$ cat src/rtl/video_pattern_source_pkg.sv
// Shared video definitions: pattern and FSM encodings, colour-bar table and
// the saturating cast helper reused by the colour-correction blocks.
package video_pattern_source_pkg;

    typedef enum logic [1:0] {
        PAT_BARS  = 2'd0,
        PAT_RAMP  = 2'd1,
        PAT_SOLID = 2'd2,
        PAT_CHECK = 2'd3
    } pattern_e;

    typedef enum logic [1:0] {
        ST_IDLE  = 2'd0,
        ST_RUN   = 2'd1,
        ST_DRAIN = 2'd2
    } vstate_e;

    // Bars in display order: white, yellow, cyan, green, magenta, red, blue, black.
    function automatic logic [23:0] bar_rgb(input logic [2:0] idx);
        logic [23:0] rgb;
        case (idx)
            3'd0:    rgb = 24'hFFFFFF;
            3'd1:    rgb = 24'hFFFF00;
            3'd2:    rgb = 24'h00FFFF;
            3'd3:    rgb = 24'h00FF00;
            3'd4:    rgb = 24'hFF00FF;
            3'd5:    rgb = 24'hFF0000;
            3'd6:    rgb = 24'h0000FF;
            default: rgb = 24'h000000;
        endcase
        return rgb;
    endfunction

    function automatic logic [7:0] sat_u8(input logic [7:0] y, input logic [7:0] cast);
        logic signed [9:0] s;
        logic [7:0]        res;
        s = $signed({2'b00, y}) + $signed({{2{cast[7]}}, cast});
        if (s < 10'sd0)
            res = '0;
        else if (s > 10'sd255)
            res = '1;
        else
            res = s[7:0];
        return res;
    endfunction

endpackage

$ cat src/rtl/video_timing_gen.sv
// Raster timing: run/drain FSM, h/v counters, region flags and frame pulses.
module video_timing_gen
    import video_pattern_source_pkg::*;
#(
    parameter int I_w    = 1920,
    parameter int I_h    = 1080,
    parameter int H_FP   = 88,
    parameter int H_SYNC = 44,
    parameter int H_BP   = 148,
    parameter int V_FP   = 4,
    parameter int V_SYNC = 5,
    parameter int V_BP   = 36,
    localparam int H_TOTAL = I_w + H_FP + H_SYNC + H_BP,
    localparam int V_TOTAL = I_h + V_FP + V_SYNC + V_BP,
    localparam int HW      = $clog2(H_TOTAL),
    localparam int VW      = $clog2(V_TOTAL)
) (
    input  logic          i_clk,
    input  logic          i_rst_n,
    input  logic          i_en,
    output logic [HW-1:0] o_h,
    output logic [VW-1:0] o_v,
    output logic          o_running,
    output logic          o_active,
    output logic          o_hsync,
    output logic          o_vsync,
    output logic          o_frame_start,
    output logic          o_frame_end,
    output logic          o_line_end
);

    localparam logic [HW-1:0] H_LAST   = HW'(H_TOTAL - 1);
    localparam logic [VW-1:0] V_LAST   = VW'(V_TOTAL - 1);
    localparam logic [HW-1:0] H_ACT_LS = HW'(I_w - 1);
    localparam logic [VW-1:0] V_ACT_LS = VW'(I_h - 1);
    localparam logic [HW-1:0] HS_FIRST = HW'(I_w + H_FP);
    localparam logic [HW-1:0] HS_LAST  = HW'(I_w + H_FP + H_SYNC - 1);
    localparam logic [VW-1:0] VS_FIRST = VW'(I_h + V_FP);
    localparam logic [VW-1:0] VS_LAST  = VW'(I_h + V_FP + V_SYNC - 1);

    vstate_e       r_state, w_state_nxt;
    logic          r_en;
    logic [HW-1:0] r_h, w_h_nxt;
    logic [VW-1:0] r_v, w_v_nxt;
    logic          w_running, w_line_end, w_frame_end;

    assign w_running   = (r_state != ST_IDLE);
    assign w_line_end  = w_running && (r_h == H_LAST);
    assign w_frame_end = w_line_end && (r_v == V_LAST);

    // En is registered first, giving the two-edge start-up latency to the first output.
    always_ff @(posedge i_clk or negedge i_rst_n) begin
        if (!i_rst_n) begin
            r_state <= ST_IDLE;
            r_en    <= 1'b0;
            r_h     <= '0;
            r_v     <= '0;
        end else begin
            r_state <= w_state_nxt;
            r_en    <= i_en;
            r_h     <= w_h_nxt;
            r_v     <= w_v_nxt;
        end
    end

    always_comb begin
        w_state_nxt = r_state;
        w_h_nxt     = r_h;
        w_v_nxt     = r_v;
        case (r_state)
            ST_IDLE:  if (r_en) w_state_nxt = ST_RUN;
            // A stop request on the very last pixel has nothing left to drain.
            ST_RUN:   if (!r_en) w_state_nxt = w_frame_end ? ST_IDLE : ST_DRAIN;
            ST_DRAIN: if (w_frame_end) w_state_nxt = r_en ? ST_RUN : ST_IDLE;
            default:  w_state_nxt = ST_IDLE;
        endcase
        if (w_running) begin
            if (w_line_end) begin
                w_h_nxt = '0;
                w_v_nxt = (r_v == V_LAST) ? '0 : r_v + 1'b1;
            end else begin
                w_h_nxt = r_h + 1'b1;
            end
        end
    end

    assign o_h           = r_h;
    assign o_v           = r_v;
    assign o_running     = w_running;
    assign o_active      = w_running && (r_h <= H_ACT_LS) && (r_v <= V_ACT_LS);
    assign o_hsync       = w_running && (r_h >= HS_FIRST) && (r_h <= HS_LAST);
    assign o_vsync       = w_running && (r_v >= VS_FIRST) && (r_v <= VS_LAST);
    assign o_frame_start = w_running && (r_h == '0) && (r_v == '0);
    assign o_frame_end   = w_frame_end;
    assign o_line_end    = w_line_end;

endmodule

$ cat src/rtl/video_pattern_source.sv
// RGB888 test-pattern source on the Pre_* pixel interface, with frame-shadowed
// pattern/cast controls and fully registered outputs.
module video_pattern_source
    import video_pattern_source_pkg::*;
#(
    parameter int I_w    = 1920,
    parameter int I_h    = 1080,
    parameter int H_FP   = 88,
    parameter int H_SYNC = 44,
    parameter int H_BP   = 148,
    parameter int V_FP   = 4,
    parameter int V_SYNC = 5,
    parameter int V_BP   = 36
) (
    input  logic        Pre_CLK,
    input  logic        Pre_Rst_n,
    input  logic        En,
    input  logic [1:0]  Pattern_Sel,
    input  logic [7:0]  Cast_R,
    input  logic [7:0]  Cast_B,
    input  logic [23:0] Solid_RGB,
    output logic        Pre_Vsync,
    output logic        Pre_Hsync,
    output logic        Pre_de,
    output logic [7:0]  Pre_Pixel_R,
    output logic [7:0]  Pre_Pixel_G,
    output logic [7:0]  Pre_Pixel_B,
    output logic        Frame_Start,
    output logic [15:0] Frame_Cnt
);

    localparam int H_TOTAL = I_w + H_FP + H_SYNC + H_BP;
    localparam int V_TOTAL = I_h + V_FP + V_SYNC + V_BP;
    localparam int HW      = $clog2(H_TOTAL);
    localparam int VW      = $clog2(V_TOTAL);
    localparam int BAR_W   = I_w / 8;
    localparam int BW      = (BAR_W > 1) ? $clog2(BAR_W) : 1;
    localparam logic [BW-1:0] BAR_LAST = BW'(BAR_W - 1);

    logic [HW-1:0] w_h;
    logic [VW-1:0] w_v;
    logic          w_running, w_active, w_hsync, w_vsync;
    logic          w_frame_start, w_frame_end, w_line_end;

    video_timing_gen #(
        .I_w(I_w), .I_h(I_h),
        .H_FP(H_FP), .H_SYNC(H_SYNC), .H_BP(H_BP),
        .V_FP(V_FP), .V_SYNC(V_SYNC), .V_BP(V_BP)
    ) u_timing (
        .i_clk(Pre_CLK), .i_rst_n(Pre_Rst_n), .i_en(En),
        .o_h(w_h), .o_v(w_v),
        .o_running(w_running), .o_active(w_active),
        .o_hsync(w_hsync), .o_vsync(w_vsync),
        .o_frame_start(w_frame_start), .o_frame_end(w_frame_end),
        .o_line_end(w_line_end)
    );

    pattern_e      r_pat;
    logic [7:0]    r_cast_r, r_cast_b;
    logic [23:0]   r_solid;
    logic [BW-1:0] r_bar_px;
    logic [2:0]    r_bar;

    pattern_e      w_pat;
    logic [7:0]    w_cast_r, w_cast_b, w_y, w_ramp_y;
    logic [23:0]   w_solid, w_rgb;
    logic          w_chk;

    // The frame's first pixel already uses the values being captured on that cycle.
    assign w_pat    = w_frame_start ? pattern_e'(Pattern_Sel) : r_pat;
    assign w_cast_r = w_frame_start ? Cast_R    : r_cast_r;
    assign w_cast_b = w_frame_start ? Cast_B    : r_cast_b;
    assign w_solid  = w_frame_start ? Solid_RGB : r_solid;

    assign w_ramp_y = 8'(w_h);
    assign w_chk    = |((32'(w_h) ^ 32'(w_v)) & 32'h20);

    always_ff @(posedge Pre_CLK or negedge Pre_Rst_n) begin
        if (!Pre_Rst_n) begin
            r_pat    <= PAT_BARS;
            r_cast_r <= '0;
            r_cast_b <= '0;
            r_solid  <= '0;
            r_bar_px <= '0;
            r_bar    <= '0;
        end else begin
            if (w_frame_start) begin
                r_pat    <= pattern_e'(Pattern_Sel);
                r_cast_r <= Cast_R;
                r_cast_b <= Cast_B;
                r_solid  <= Solid_RGB;
            end
            if (!w_running || w_line_end) begin
                r_bar_px <= '0;
                r_bar    <= '0;
            end else if (r_bar_px == BAR_LAST) begin
                r_bar_px <= '0;
                r_bar    <= r_bar + 1'b1;
            end else begin
                r_bar_px <= r_bar_px + 1'b1;
            end
        end
    end

    always_comb begin
        w_rgb = '0;
        w_y   = '0;
        case (w_pat)
            PAT_BARS:  w_rgb = bar_rgb(r_bar);
            PAT_RAMP:  w_rgb = {sat_u8(w_ramp_y, w_cast_r), w_ramp_y, sat_u8(w_ramp_y, w_cast_b)};
            PAT_SOLID: w_rgb = w_solid;
            PAT_CHECK: begin
                w_y   = w_chk ? 8'hFF : 8'h00;
                w_rgb = {sat_u8(w_y, w_cast_r), w_y, sat_u8(w_y, w_cast_b)};
            end
            default:   w_rgb = '0;
        endcase
    end

    always_ff @(posedge Pre_CLK or negedge Pre_Rst_n) begin
        if (!Pre_Rst_n) begin
            Pre_Vsync   <= 1'b0;
            Pre_Hsync   <= 1'b0;
            Pre_de      <= 1'b0;
            Pre_Pixel_R <= '0;
            Pre_Pixel_G <= '0;
            Pre_Pixel_B <= '0;
            Frame_Start <= 1'b0;
            Frame_Cnt   <= '0;
        end else begin
            Pre_Vsync   <= w_vsync;
            Pre_Hsync   <= w_hsync;
            Pre_de      <= w_active;
            Pre_Pixel_R <= w_active ? w_rgb[23:16] : 8'h00;
            Pre_Pixel_G <= w_active ? w_rgb[15:8]  : 8'h00;
            Pre_Pixel_B <= w_active ? w_rgb[7:0]   : 8'h00;
            Frame_Start <= w_frame_start;
            if (w_frame_end)
                Frame_Cnt <= Frame_Cnt + 16'd1;
        end
    end

endmodule
$ cat config.mk
export PLATFORM = sky130hd
export DESIGN_NAME = video_pattern_source
export DESIGN_NICKNAME = d
export VERILOG_FILES = /design/src/rtl/video_pattern_source_pkg.sv /design/src/rtl/video_timing_gen.sv /design/src/rtl/video_pattern_source.sv
export SDC_FILE = /design/constraint.sdc
export NUM_CORES = 1
export LEC_CHECK = 0
export ABC_AREA = 1
export BUFFER_PORTS_ARGS = -buffer_cell sky130_fd_sc_hd__buf_2
export CAP_MARGIN = 0
export CORE_MARGIN = 5
export CORE_UTILIZATION = 60
export CTS_CLUSTER_SIZE = 25
export DETAILED_ROUTE_END_ITERATION = 8
export GPL_TIMING_DRIVEN = 0
export PLACE_DENSITY = 0.8
export SYNTH_ARGS = -nofsm -noshare
export SYNTH_HDL_FRONTEND = slang
export SYNTH_SLANG_ARGS = --single-unit
$ cat constraint.sdc
create_clock -name Pre_CLK -period 4.9 [get_ports Pre_CLK]
set_input_delay 0.98 -clock Pre_CLK [delete_from_list [all_inputs] [get_ports Pre_CLK]]
set_output_delay 0.98 -clock Pre_CLK [all_outputs]
set_load 0.1 [all_outputs]
==> results of run 1 <==
## repair_timing
| item | CTS | global route |
|---|---|---|
| endpoints found under the setup margin | 0 | 16 |
| resized for setup | 0 | 3 |
| buffers inserted | 0 | 0 |
| hold buffers | 0 | 0 |
## registers in the layout, indices dropped and copies added, names as in the netlist, 2 cells and up
| signal | cells |
|---|---|
| r_solid | 24 |
| Frame_Cnt | 16 |
| u_timing.o_h | 12 |
| u_timing.o_v | 11 |
| Pre_Pixel_B | 8 |
| Pre_Pixel_G | 8 |
| Pre_Pixel_R | 8 |
| r_bar_px | 8 |
| r_cast_b | 8 |
| r_cast_r | 8 |
| r_bar | 3 |
| r_pat | 2 |
| u_timing.r_state | 2 |
## per-layer routing
layer	vias up	GRT usage, %	part of all wire [%]
met2	219	44.14	48
met3	34	5.086	6.3
met4	0	8.374	2.0
met1	3108	32.79	43
li1	3383	-	-
met5	-	0	0
## power by group
| part | internal [mW] | total [mW] | switching (mW) |
|---|---|---|---|
| registers | 1.34 | 1.50 | 0.161 |
| logic | 1.38 | 4.38 | 3.01 |
| clock network | 0.913 | 1.41 | 0.496 |
| total | 3.63 | 7.30 | 3.67 |
## worst min-delay path by stage
stage                                            endpoint  slack (ns)                             from  depth (start not counted)
after floorplan                     r_bar_px[0]$_DFF_PN0_        0.43            r_bar_px[0]$_DFF_PN0_                          1
after global placement    u_timing.r_state[0]$_DFFE_PN0P_        0.45  u_timing.r_state[1]$_DFFE_PN0P_                          1
after detailed placement        Frame_Cnt[15]$_DFFE_PN0P_        0.46        Frame_Cnt[15]$_DFFE_PN0P_                          1
after CTS                       Frame_Cnt[15]$_DFFE_PN0P_        0.47        Frame_Cnt[15]$_DFFE_PN0P_                          1
after global routing                 r_solid[7]$_DFF_PN0_        0.49             r_solid[7]$_DFF_PN0_                          2
final                           Frame_Cnt[15]$_DFFE_PN0P_        0.46        Frame_Cnt[15]$_DFFE_PN0P_                          1
## logic make-up after synthesis
kind of cell / Yosys count
xor gates and xnor gates: 44
buffers and inverters: 111
adders and majority gates: 47
DFF: 123
AOI/OAI and AO/OA: 139
and+or+nand+nor: 487
## cell usage in the layout (no fill, tap or decap), types with 4 or more instances in the layout
cell type,count
sky130_fd_sc_hd__nand4_2,4
sky130_fd_sc_hd__dfrtp_1,122
sky130_fd_sc_hd__inv_6,5
sky130_fd_sc_hd__inv_1,80
sky130_fd_sc_hd__a21o_1,5
sky130_fd_sc_hd__xor2_1,24
sky130_fd_sc_hd__a31oi_1,21
sky130_fd_sc_hd__xnor2_1,19
sky130_fd_sc_hd__nor2_2,5
sky130_fd_sc_hd__nor2_1,76
sky130_fd_sc_hd__nand2_4,9
sky130_fd_sc_hd__nor3_1,17
sky130_fd_sc_hd__a21oi_1,63
sky130_fd_sc_hd__nand3_1,59
sky130_fd_sc_hd__clkbuf_1,5
sky130_fd_sc_hd__nand3_2,10
sky130_fd_sc_hd__ha_1,45
sky130_fd_sc_hd__clkbuf_16,17
sky130_fd_sc_hd__nand2_2,23
sky130_fd_sc_hd__o211ai_1,7
sky130_fd_sc_hd__bufinv_16,5
sky130_fd_sc_hd__nor2_4,8
sky130_fd_sc_hd__a211oi_1,12
sky130_fd_sc_hd__buf_2,87
sky130_fd_sc_hd__inv_2,10
sky130_fd_sc_hd__nand4_1,17
sky130_fd_sc_hd__o21ai_0,15
sky130_fd_sc_hd__nand3b_1,7
sky130_fd_sc_hd__buf_6,5
sky130_fd_sc_hd__nor4_1,5
sky130_fd_sc_hd__clkinv_1,4
sky130_fd_sc_hd__nand2_1,237
## worst reg2reg max path, stage by stage, from the launching register on
cell	delay, ns
sky130_fd_sc_hd__dfrtp_1	0.47
sky130_fd_sc_hd__inv_1	0.20
sky130_fd_sc_hd__ha_1	0.17
sky130_fd_sc_hd__inv_1	0.03
sky130_fd_sc_hd__nor2_1	0.17
sky130_fd_sc_hd__nand2_1	0.07
sky130_fd_sc_hd__nor2_1	0.16
sky130_fd_sc_hd__nand3_2	0.18
sky130_fd_sc_hd__buf_4	0.27
sky130_fd_sc_hd__nand2_1	0.09
sky130_fd_sc_hd__nand2_1	0.13
sky130_fd_sc_hd__ha_1	0.30
sky130_fd_sc_hd__fa_1	0.44
sky130_fd_sc_hd__nand3_1	0.13
sky130_fd_sc_hd__nand2_1	0.10
sky130_fd_sc_hd__a21o_1	0.18
sky130_fd_sc_hd__a21oi_1	0.22
sky130_fd_sc_hd__nor2_1	0.07
sky130_fd_sc_hd__o21bai_1	0.18
sky130_fd_sc_hd__or2_1	0.13
sky130_fd_sc_hd__clkbuf_1	0.26
sky130_fd_sc_hd__nand3_1	0.14
sky130_fd_sc_hd__a21oi_1	0.22
sky130_fd_sc_hd__a21oi_1	0.10
## per-stage QoR
stage | cell area, um2 | utilization [%]
final | 9119 | 71.97
after detailed placement | 8462 | 66.78
after global routing | 9119 | 71.97
after floorplan | 7772 | -
after global placement | 8428 | 66.52
after CTS | 9123 | 72.00
## final cells by class
type / count / area (um2)
Fill cell: 995 / 3552
Buffer: 13 / 90.09
Clock buffer: 17 / 425.4
Sequential cell: 123 / 3079
Clock inverter: 15 / 235.2
Inverter: 96 / 362.8
Timing Repair Buffer: 89 / 474.2
Multi-Input combinational cell: 717 / 4237
Tap cell: 172 / 215.2
==> impl_metrics.ini, run 1 <==
[setup_path]
worstSetupStartpointType = flop
worst-path-stages = 23
critPathTopFamily = simple AND/OR/NAND/NOR gates
timing.critical_path.to_type = flop
ff2ff_path_depth = 23
critical_path.endpoint = Pre_Pixel_B[7]$_DFF_PN0_
critPathArrivalTime_ns = 4.84
critical_path_cell_with_the_highest_stage_delay = sky130_fd_sc_hd__dfrtp_1
path_common_cell = sky130_fd_sc_hd__nand2_1
worstSetupPathType = reg -> reg
crit-reg2reg-capture = Pre_Pixel_B[7]$_DFF_PN0_
worst-r2r-setup-slack_ns = 0.34
r2r-start = u_timing.o_h[0]$_DFFE_PN0P_
critical_path_buf_inv_count = 4
critical_path.startpoint = u_timing.o_h[0]$_DFFE_PN0P_
critical_path_peak_fanout = 19
worstPathCellList = inv_1 > ha_1 > inv_1 > nor2_1 > nand2_1 > nor2_1 > nand3_2 > buf_4 > nand2_1 > nand2_1 > ha_1 > fa_1 > nand3_1 > nand2_1 > a21o_1 > a21oi_1 > nor2_1 > o21bai_1 > or2_1 > clkbuf_1 > nand3_1 > a21oi_1 > a21oi_1
critPathMaxStageDelay_ns = 0.47
cp_data_required_time_ns = 5.18

[yosys]
post_synthesis_compound_gate_area_fraction_pct = 11.12
postSynthRegisterBits = 123
post_synth_fa_ha_maj_area_fraction_pct = 7.759
synth-edff-count = 0
yosys.area_share.xor_xnor_pct = 5.200
synth_top_area_cell = sky130_fd_sc_hd__dfrtp_1
synth_most_common_cell = sky130_fd_sc_hd__nand2_1
synth_top_area_share_pct = 39.60
syn-cell-area_um2 = 7772
yosysUniqueCellTypes = 51
synth_fp_nets = 1043
muxShareOfSynthArea_pct = 0
average_instance_area_after_synthesis_um2 = 8.173
synth.area.top_cells = sky130_fd_sc_hd__dfrtp_1, sky130_fd_sc_hd__nand2_1, sky130_fd_sc_hd__ha_1
synth_top_flop_cell = sky130_fd_sc_hd__dfrtp_1
proportion_of_synthesized_chip_area_in_sequential_cells_pct = 39.60
synth_top_family_by_area = simple AND/OR/NAND/NOR gates
synth-warning-count = 0
synth_simple_gate_area_share_pct = 30.42
syn_inst = 951
async_flop_share_pct = 100.0
synth_top_cells_by_count = sky130_fd_sc_hd__nand2_1, sky130_fd_sc_hd__dfrtp_1, sky130_fd_sc_hd__inv_1, sky130_fd_sc_hd__nor2_1, sky130_fd_sc_hd__a21oi_1

[power]
total_leakage_power_nw = 4.722
design_power_total_mw = 7.296
vdd.ir_drop.worst_uv = 310.6
p_per_area_nw_per_um2 = 800.2

[sta]
period_share_pct = 92.99
finalHoldViolations = 0
setup_slack_ns = 0.3437
final.hold.worst_slack_ns = 0.4614
total_negative_slack_ns = 0
finalWorstPathRequiredPeriod_ns = 4.556
worstMarginPinSlew_ns = 0.8656
worst_skew_ns = 0.009287
worst_slew_margin_pct = 41.85
rsz0062_at_grt = false
setup-violations-final = 0
maxSlewViolCount = 0
maxClockFrequency_mhz = 219.5

[grt]
grt_start_max_net_pins = 72
overflow = 0
global_route.usage.total_pct = 25.76
grt_pass1_wl_um = 30610
antenna_found_initial = 0
grt_pass1_vias = 6442

[placed_design]
portBuffers = 88
placedCellCount = 1212
place_ws_ns = 0.08672
gp_routability_congestion = 0.9317
hpwl_um = 13780

[floorplan]
placement_rows = 41
die_h_um = 123.8
floorplan.die.width_um = 123.8
fp.coreArea_um2 = 12670
start_util_pct = 61.34
io_pins = 89
fp.dieArea_um2 = 15330

[clock_tree]
cts-buffers-inserted = 17
cts-root-buf = sky130_fd_sc_hd__clkbuf_16
cts_tree = yes
cts.sink_count = 123
clk_pin_slew_ns = 0.06
clock_latency_ns = 0.43
cts.htree.levels = 4
clock_buffer_depth = 2

[layout]
antenna-diode-count = 0
fraction_of_final_layout_cells_with_drive_strength_greater_than_1_pct = 20.09
final_nets = 1149
final_cell_count_no_fill = 1242
area_growth_syn_to_layout_pct = 17.32

[route]
drt_pass1_iterations = 5
antenna_left = 0
final_routed_wire_length_divided_by_cell_count_um = 14.97
route.final.wire_length_um = 18590
drt-initial-drc-count = 438
drt_drc_violations_left = 0
via_per_inst = 5.430
dr_total_vias = 6744

[flow_run]
drv_cap = 0

[min_path]
worst_hold_path_class = reg -> reg

[status]
outcome = finished, final reports clean
No activity file was read; power rests on OpenSTA's default activity.
==> run 2: changes to the inputs <==
Settings changed: ABC_AREA 1 to unset, CORE_MARGIN 5 to 2, CORE_UTILIZATION 60 to 59, PLACE_DENSITY 0.8 to 0.79.
==> run 2 against run 1 <==
  * The run now ends with max-capacitance violations left
  * Global-route usage is 3.7 points higher
  * Synthesized cell count fell by 9.5%
  * Combinational power is 5.9% lower
  * Sequential cell count unchanged
  * Sequential share of layout area shrank 0.074 points
  * Worst setup slack worse by 0.092 ns
  * Fmax is 2.0% lower
==> impl_metrics.ini, run 2 <==
[status]
outcome = finished, violations left
violations_in_the_final_reports = max-capacitance violations

[setup_path]
critPathMaxStageDelay_ns = 0.45
critPathTopFamily = simple AND/OR/NAND/NOR gates
timing.critical_path.to_type = flop
worstSetupStartpointType = flop
worst-r2r-setup-slack_ns = 0.25
path_common_cell = sky130_fd_sc_hd__nand2_1
critical_path_cell_with_the_highest_stage_delay = sky130_fd_sc_hd__or4_4
worstPathCellList = clkbuf_4 > or4_4 > nor3_4 > nand2_2 > buf_6 > clkbuf_8 > clkbuf_8 > nand2_1 > nand2_1 > ha_1 > or2_2 > o211ai_1 > nand3_1 > o221a_2 > a31oi_1 > mux2i_2 > nand2_1 > a221oi_1
cp_data_required_time_ns = 5.21
critPathArrivalTime_ns = 4.96
critical_path_peak_fanout = 19
critical_path_buf_inv_count = 4
worstSetupPathType = reg -> reg

[placed_design]
gp_routability_congestion = 0.9304
hpwl_um = 13780
portBuffers = 88
placed_area_um2 = 8297

[sta]
worst_slew_margin_pct = 1.667
period_share_pct = 94.87
maxSlewViolCount = 0
maxClockFrequency_mhz = 215.1
worst_skew_ns = 0.01161
finalWorstPathRequiredPeriod_ns = 4.649
total_negative_slack_ns = 0
finalHoldViolations = 0
rsz0062_at_grt = false
worstMarginPinSlew_ns = 1.462
setup-violations-final = 0

[yosys]
synth-warning-count = 0
synth.area.top_cells = sky130_fd_sc_hd__dfrtp_1, sky130_fd_sc_hd__ha_1, sky130_fd_sc_hd__nand2_1
average_instance_area_after_synthesis_um2 = 8.835
synth_fp_nets = 953
postSynthRegisterBits = 123
syn_inst = 861
synth_top_cells_by_count = sky130_fd_sc_hd__nand2_1, sky130_fd_sc_hd__dfrtp_1, sky130_fd_sc_hd__nor2_1, sky130_fd_sc_hd__o21ai_0, sky130_fd_sc_hd__ha_1
synth_most_common_cell = sky130_fd_sc_hd__nand2_1
synth-edff-count = 0
yosysUniqueCellTypes = 66
synth_top_flop_cell = sky130_fd_sc_hd__dfrtp_1
syn-cell-area_um2 = 7607
synth_top_area_share_pct = 40.46
synth_top_area_cell = sky130_fd_sc_hd__dfrtp_1
proportion_of_synthesized_chip_area_in_sequential_cells_pct = 40.46
async_flop_share_pct = 100.0

[power]
total_leakage_power_nw = 4.319
power_frac_comb_pct = 59.7
p_per_area_nw_per_um2 = 754.3
share_clk_of_total_power_pct = 18.8
vdd.ir_drop.worst_uv = 383.3
internal_power_mw = 3.527
power_frac_seq_pct = 21.5
sw_ratio_pct = 48.87
sw_power_mw = 3.372

[flow_run]
drv_cap = 1

[clock_tree]
cts-root-buf = sky130_fd_sc_hd__clkbuf_16
cts.sink_count = 123
cts.htree.levels = 4
cts-buffers-inserted = 17
clock_buffer_depth = 2
cts_tree = yes
clk_pin_slew_ns = 0.06
clock_latency_ns = 0.43
post_cts_hold_buffer_count = 0

[route]
final_routed_wire_length_divided_by_cell_count_um = 17.03
drt_pass1_iterations = 6
route.final.wire_length_um = 19770
antenna_left = 0
via_per_inst = 5.930
drt_drc_violations_left = 0
dr_total_vias = 6885
drt-initial-drc-count = 513

[layout]
antenna-diode-count = 0
final_cell_mix = sky130_fd_sc_hd__nand2_1, sky130_fd_sc_hd__dfrtp_1, sky130_fd_sc_hd__buf_2
fraction_of_final_layout_cells_with_drive_strength_greater_than_1_pct = 19.51
final_nets = 1068
largest_register_ff_count = 24
area_growth_syn_to_layout_pct = 20.23
layout.core_utilization_pct = 72.48
mostFrequentLayoutCell = sky130_fd_sc_hd__nand2_1
postLayoutCellArea_um2 = 9146
largest_register = r_solid

[grt]
grt_start_max_net_pins = 86
antenna_found_initial = 0
met3_usage_pct = 5.572
global_route.usage.total_pct = 29.46
grt_pass1_vias = 6575
grt_pass1_wl_um = 32250
busiest_layer = met2
met2_usage_pct = 48.57
overflow = 0
grt_use_met1_pct = 37.42

[floorplan]
fp.dieArea_um2 = 13820
die_h_um = 117.6
io_pins = 89
fp.coreArea_um2 = 12620
floorplan.die.width_um = 117.6
placement_rows = 41
start_util_pct = 60.28

[min_path]
worst_hold_path_class = in -> async
-- run 2: changes by cell type after synthesis, sizes merged, moves of 11 or more --
cell    delta
o21ai     +36
and3      +14
nor2      -22
a21oi     -25
xnor2     +24
nand2    -119
nor3      +11
nand3     -42
inv       -62
clkbuf    +18
-- run 2: layout make-up --
| type | instances | area (um2) |
|---|---|---|
| multi-input cells | 676 | 4419 |
| plain buffers | 27 | 143.9 |
| fillers | 965 | 3473 |
| repair buffers | 99 | 549.3 |
| clock inverters | 13 | 166.4 |
| clock buffers | 19 | 442.9 |
| inverters | 32 | 127.6 |
| well taps | 172 | 215.2 |
| flip-flops and latches | 123 | 3082 |
-- run 2: worst register-to-register path: stages, from the launching register on --
cell                       delay, ns
sky130_fd_sc_hd__dfrtp_1        0.42
sky130_fd_sc_hd__clkbuf_4       0.20
sky130_fd_sc_hd__or4_4          0.46
sky130_fd_sc_hd__nor3_4         0.21
sky130_fd_sc_hd__nand2_2        0.11
sky130_fd_sc_hd__buf_6          0.20
sky130_fd_sc_hd__clkbuf_8       0.20
sky130_fd_sc_hd__clkbuf_8       0.19
sky130_fd_sc_hd__nand2_1        0.08
sky130_fd_sc_hd__nand2_1        0.10
sky130_fd_sc_hd__ha_1           0.41
sky130_fd_sc_hd__or2_2          0.34
sky130_fd_sc_hd__o211ai_1       0.10
sky130_fd_sc_hd__nand3_1        0.10
sky130_fd_sc_hd__o221a_2        0.20
sky130_fd_sc_hd__a31oi_1        0.29
sky130_fd_sc_hd__mux2i_2        0.36
sky130_fd_sc_hd__nand2_1        0.24
sky130_fd_sc_hd__a221oi_1       0.34
-- run 2: layer usage --
layer  up-vias  wire, um
met3        57      1203
li1       3306         -
met5         -         0
met4         0       762
met1      3254      8362
met2       268      9438
-- run 2: power by group through the flow --
stage | Sequential [mW] | Clock (mW) | Combinational (mW)
finish | 1.48 | 1.30 | 4.12
global route | 1.51 | 1.35 | 4.48
CTS | 1.48 | 1.30 | 3.95
detailed placement | 1.50 | 0 | 3.81
global placement | 1.49 | 0 | 3.75
floorplan | 2.02 | 0 | 2.47
-- run 2: path summary, 6_finish.rpt --
| check | start | end | depth (start not counted) |
|---|---|---|---|
| min in group Pre_CLK | r_solid[11]$_DFF_PN0_ | r_solid[11]$_DFF_PN0_ | 2 |
| max in group asynchronous | Pre_Rst_n | u_timing.o_h[6]$_DFFE_PN0P_ | 2 |
| worst max register to register | u_timing.o_h[5]$_DFFE_PN0P_ | Pre_Pixel_R[4]$_DFF_PN0_ | 18 |
| worst min-delay path | Pre_Rst_n | r_solid[20]$_DFF_PN0_ | 1 |
| worst min register to register | r_solid[11]$_DFF_PN0_ | r_solid[11]$_DFF_PN0_ | 2 |
| worst max-delay path | u_timing.o_h[5]$_DFFE_PN0P_ | Pre_Pixel_R[4]$_DFF_PN0_ | 18 |
-- run 2: cells by family (layout without fill, tap and decap cells) --
family,Yosys count,in the layout,share of synthesized area [%]
and+or+nand+nor,351,351,21.38
AOI/OAI and AO/OA,196,196,17.19
DFF,123,123,40.46
xor gates and xnor gates,68,68,7.829
buffers and inverters,62,190,3.207
adders and majority gates,47,47,7.928
muxes,14,14,2.007
-- run 2: timing repair --
item | CTS | global route
gates resized for setup | 31 | 13
pin swaps | 2 | 8
cloned | 0 | 0
endpoints found under the hold margin | 0 | 0
endpoints found under the setup margin | 16 | 16
buffers inserted | 4 | 6
-- run 2: stage by stage --
step                hold WS (ns)  total power [mW]  cells  setup WS [ns]
finish                    0.4458             6.899   1161         0.2513
global route              0.4725             7.344   1161        0.04202
CTS                       0.4505             6.733   1157      0.0007891
detailed placement        0.4572             5.309   1122         -1.322
global placement          0.4507             5.239   1121         -1.193
floorplan                 0.4360             4.492    861         0.1464
==> run 3: changes to the inputs <==
Settings changed: ABC_AREA set to 1, CORE_MARGIN 2 to unset, CORE_UTILIZATION 59 to 60, PLACE_DENSITY 0.79 to 0.8, RECOVER_POWER set to 50.
==> run 3 against run 2 <==
  * Utilization decreased by 1.0 points
  * First-iteration DRC count increased by 25%
  * Via count decreased by 1.8%
  * Highest routed layer unchanged
  * Die area decreased by 2.9%
  * Final cell count increased by 6.8%
  * The run ends with max-capacitance violations, max-slew violations left
  * Sequential power about the same
==> impl_metrics.ini, run 3 (synthesis gave the netlist of run 1 again) <==
[power]
sw_power_mw = 3.613
power_frac_seq_pct = 21.0
vdd.ir_drop.worst_uv = 390.7
p_per_area_nw_per_um2 = 790.9
internal_power_mw = 3.521
design_power_total_mw = 7.133
sw_ratio_pct = 50.65
total_leakage_power_nw = 4.679
power_frac_comb_pct = 61.1
share_clk_of_total_power_pct = 17.9

[placed_design]
hpwl_um = 13640
gp_routability_congestion = 0.9432
placedCellCount = 1212
portBuffers = 88

[route]
drt-initial-drc-count = 643
antenna_left = 0
dr_total_vias = 6763
final_routed_wire_length_divided_by_cell_count_um = 14.59
via_per_inst = 5.454
drt_drc_violations_left = 0
route.final.wire_length_um = 18090
drt_pass1_iterations = 5

[layout]
fraction_of_final_layout_cells_with_drive_strength_greater_than_1_pct = 19.19
final_cell_count_no_fill = 1240
final_nets = 1148
num-fill-cells = 1051
area_growth_syn_to_layout_pct = 16.05
mostFrequentLayoutCell = sky130_fd_sc_hd__nand2_1
largest_register = r_solid
final_cell_mix = sky130_fd_sc_hd__nand2_1, sky130_fd_sc_hd__dfrtp_1, sky130_fd_sc_hd__buf_2
largest_register_ff_count = 24
antenna-diode-count = 0

[floorplan]
fp.dieArea_um2 = 13410
die_h_um = 115.8
io_pins = 89
placement_rows = 41
fp.coreArea_um2 = 12620
start_util_pct = 61.59
floorplan.die.width_um = 115.8

[sta]
worstMarginPinSlew_ns = 2.453
rsz0062_at_grt = false
maxClockFrequency_mhz = 218.8
maxSlewViolCount = 43
period_share_pct = 93.26
finalWorstPathRequiredPeriod_ns = 4.570
worst_skew_ns = 0.009890
worst_slew_margin_pct = -63.50
setup-violations-final = 0
finalHoldViolations = 0
total_negative_slack_ns = 0
final.hold.worst_slack_ns = 0.4567

[clock_tree]
cts.htree.levels = 4
cts_tree = yes
postCtsSetupRepairBufs = 0
cts-buffers-inserted = 17
post_cts_hold_buffer_count = 0
cts.sink_count = 123
clock_latency_ns = 0.42
clock_buffer_depth = 2
cts-root-buf = sky130_fd_sc_hd__clkbuf_16
clk_pin_slew_ns = 0.06

[setup_path]
critPathArrivalTime_ns = 4.84
worstSetupStartpointType = flop
timing.critical_path.to_type = flop
worstSetupPathType = reg -> reg
cp_data_required_time_ns = 5.17
critical_path_peak_fanout = 10

[status]
violations_in_the_final_reports = max-capacitance violations, max-slew violations
outcome = finished, violations left

[grt]
global_route.usage.total_pct = 29.04
grt_pass1_wl_um = 29500
grt_start_max_net_pins = 82
antenna_found_initial = 0
grt_pass1_vias = 6186
overflow = 0

[min_path]
worst_hold_path_class = reg -> reg

[flow_run]
drv_cap = 1
run 3: what timing repair did:
item                                    in CTS  in global routing
gates cloned                                 0                  0
pin swaps                                    0                  0
resized for setup                            0                  3
endpoints found under the setup margin       3                 16
hold endpoints to repair                     0                  0
run 3: metal layers:
layer | up-vias | wire length (um) | share of wire, % | track usage (%)
li1 | 3380 | - | - | -
met1 | 3126 | 8031 | 44 | 36.80
met2 | 220 | 8709 | 48 | 48.33
met3 | 37 | 833 | 4.6 | 5.335
met4 | 0 | 515 | 2.8 | 13.50
met5 | - | 0 | 0 | 0
run 3: final timing paths:
kind / startpoint / cells after the start / slack, ns / endpoint
worst max-delay path: u_timing.o_h[0]$_DFFE_PN0P_ / 22 / 0.33 / Pre_Pixel_B[7]$_DFF_PN0_
worst min-delay path: r_bar_px[0]$_DFF_PN0_ / 1 / 0.46 / r_bar_px[0]$_DFF_PN0_
worst max register to register: u_timing.o_h[0]$_DFFE_PN0P_ / 22 / 0.33 / Pre_Pixel_B[7]$_DFF_PN0_
worst min register to register: r_bar_px[0]$_DFF_PN0_ / 1 / 0.46 / r_bar_px[0]$_DFF_PN0_
max in group asynchronous: Pre_Rst_n / 1 / 2.19 / Frame_Cnt[1]$_DFFE_PN0P_
min in group asynchronous: Pre_Rst_n / 1 / 1.31 / Pre_Pixel_R[5]$_DFF_PN0_
run 3: final cells by class:
class	instances	area, um2	share of cell area (%)
buffer	12	86.33	0.9571
clock buffer	19	442.9	4.911
clock inverter	12	163.9	1.817
inverter	96	362.8	4.023
multi-input combinational	717	4203	46.59
sequential	123	3079	34.14
tap	172	215.2	2.386
timing repair buffer	89	466.7	5.174
run 3: power groups by stage:
stage | registers, mW | clock network, mW | logic (mW)
2_1_floorplan | 2.17 | 0 | 2.76
3_3_place_gp | 1.50 | 0 | 4.22
3_5_place_dp | 1.51 | 0 | 4.29
4_1_cts | 1.50 | 1.29 | 4.34
5_1_grt | 1.53 | 1.34 | 4.80
6_report | 1.50 | 1.28 | 4.36
run 3: through the flow:
step                worst slack (ns)  util, %  area (um2)
global route                 0.02872    71.48        9020
floorplan                      1.096        -        7772
detailed placement           0.05080    67.05        8462
CTS                           0.2435    71.83        9065
global placement              0.1201    66.79        8428
finish                        0.3303    71.48        9020
run 3: worst max-delay path, cell delays in order (launching register included):
cell and delay, ns:
sky130_fd_sc_hd__dfrtp_1 0.47, sky130_fd_sc_hd__inv_1 0.19, sky130_fd_sc_hd__ha_1 0.17, sky130_fd_sc_hd__inv_1 0.04
sky130_fd_sc_hd__nor2_1 0.19, sky130_fd_sc_hd__nand2_2 0.06, sky130_fd_sc_hd__nor2_1 0.49, sky130_fd_sc_hd__nand3_4 0.18
sky130_fd_sc_hd__buf_6 0.21, sky130_fd_sc_hd__nand2_1 0.15, sky130_fd_sc_hd__nand2_1 0.12, sky130_fd_sc_hd__fa_1 0.46
sky130_fd_sc_hd__nand3_1 0.11, sky130_fd_sc_hd__nand2_1 0.09, sky130_fd_sc_hd__a21o_1 0.16, sky130_fd_sc_hd__a21oi_1 0.23
sky130_fd_sc_hd__nor2_1 0.07, sky130_fd_sc_hd__o21bai_1 0.16, sky130_fd_sc_hd__or2_1 0.12, sky130_fd_sc_hd__clkbuf_1 0.28
sky130_fd_sc_hd__nand3_1 0.13, sky130_fd_sc_hd__a21oi_1 0.22, sky130_fd_sc_hd__a21oi_1 0.10
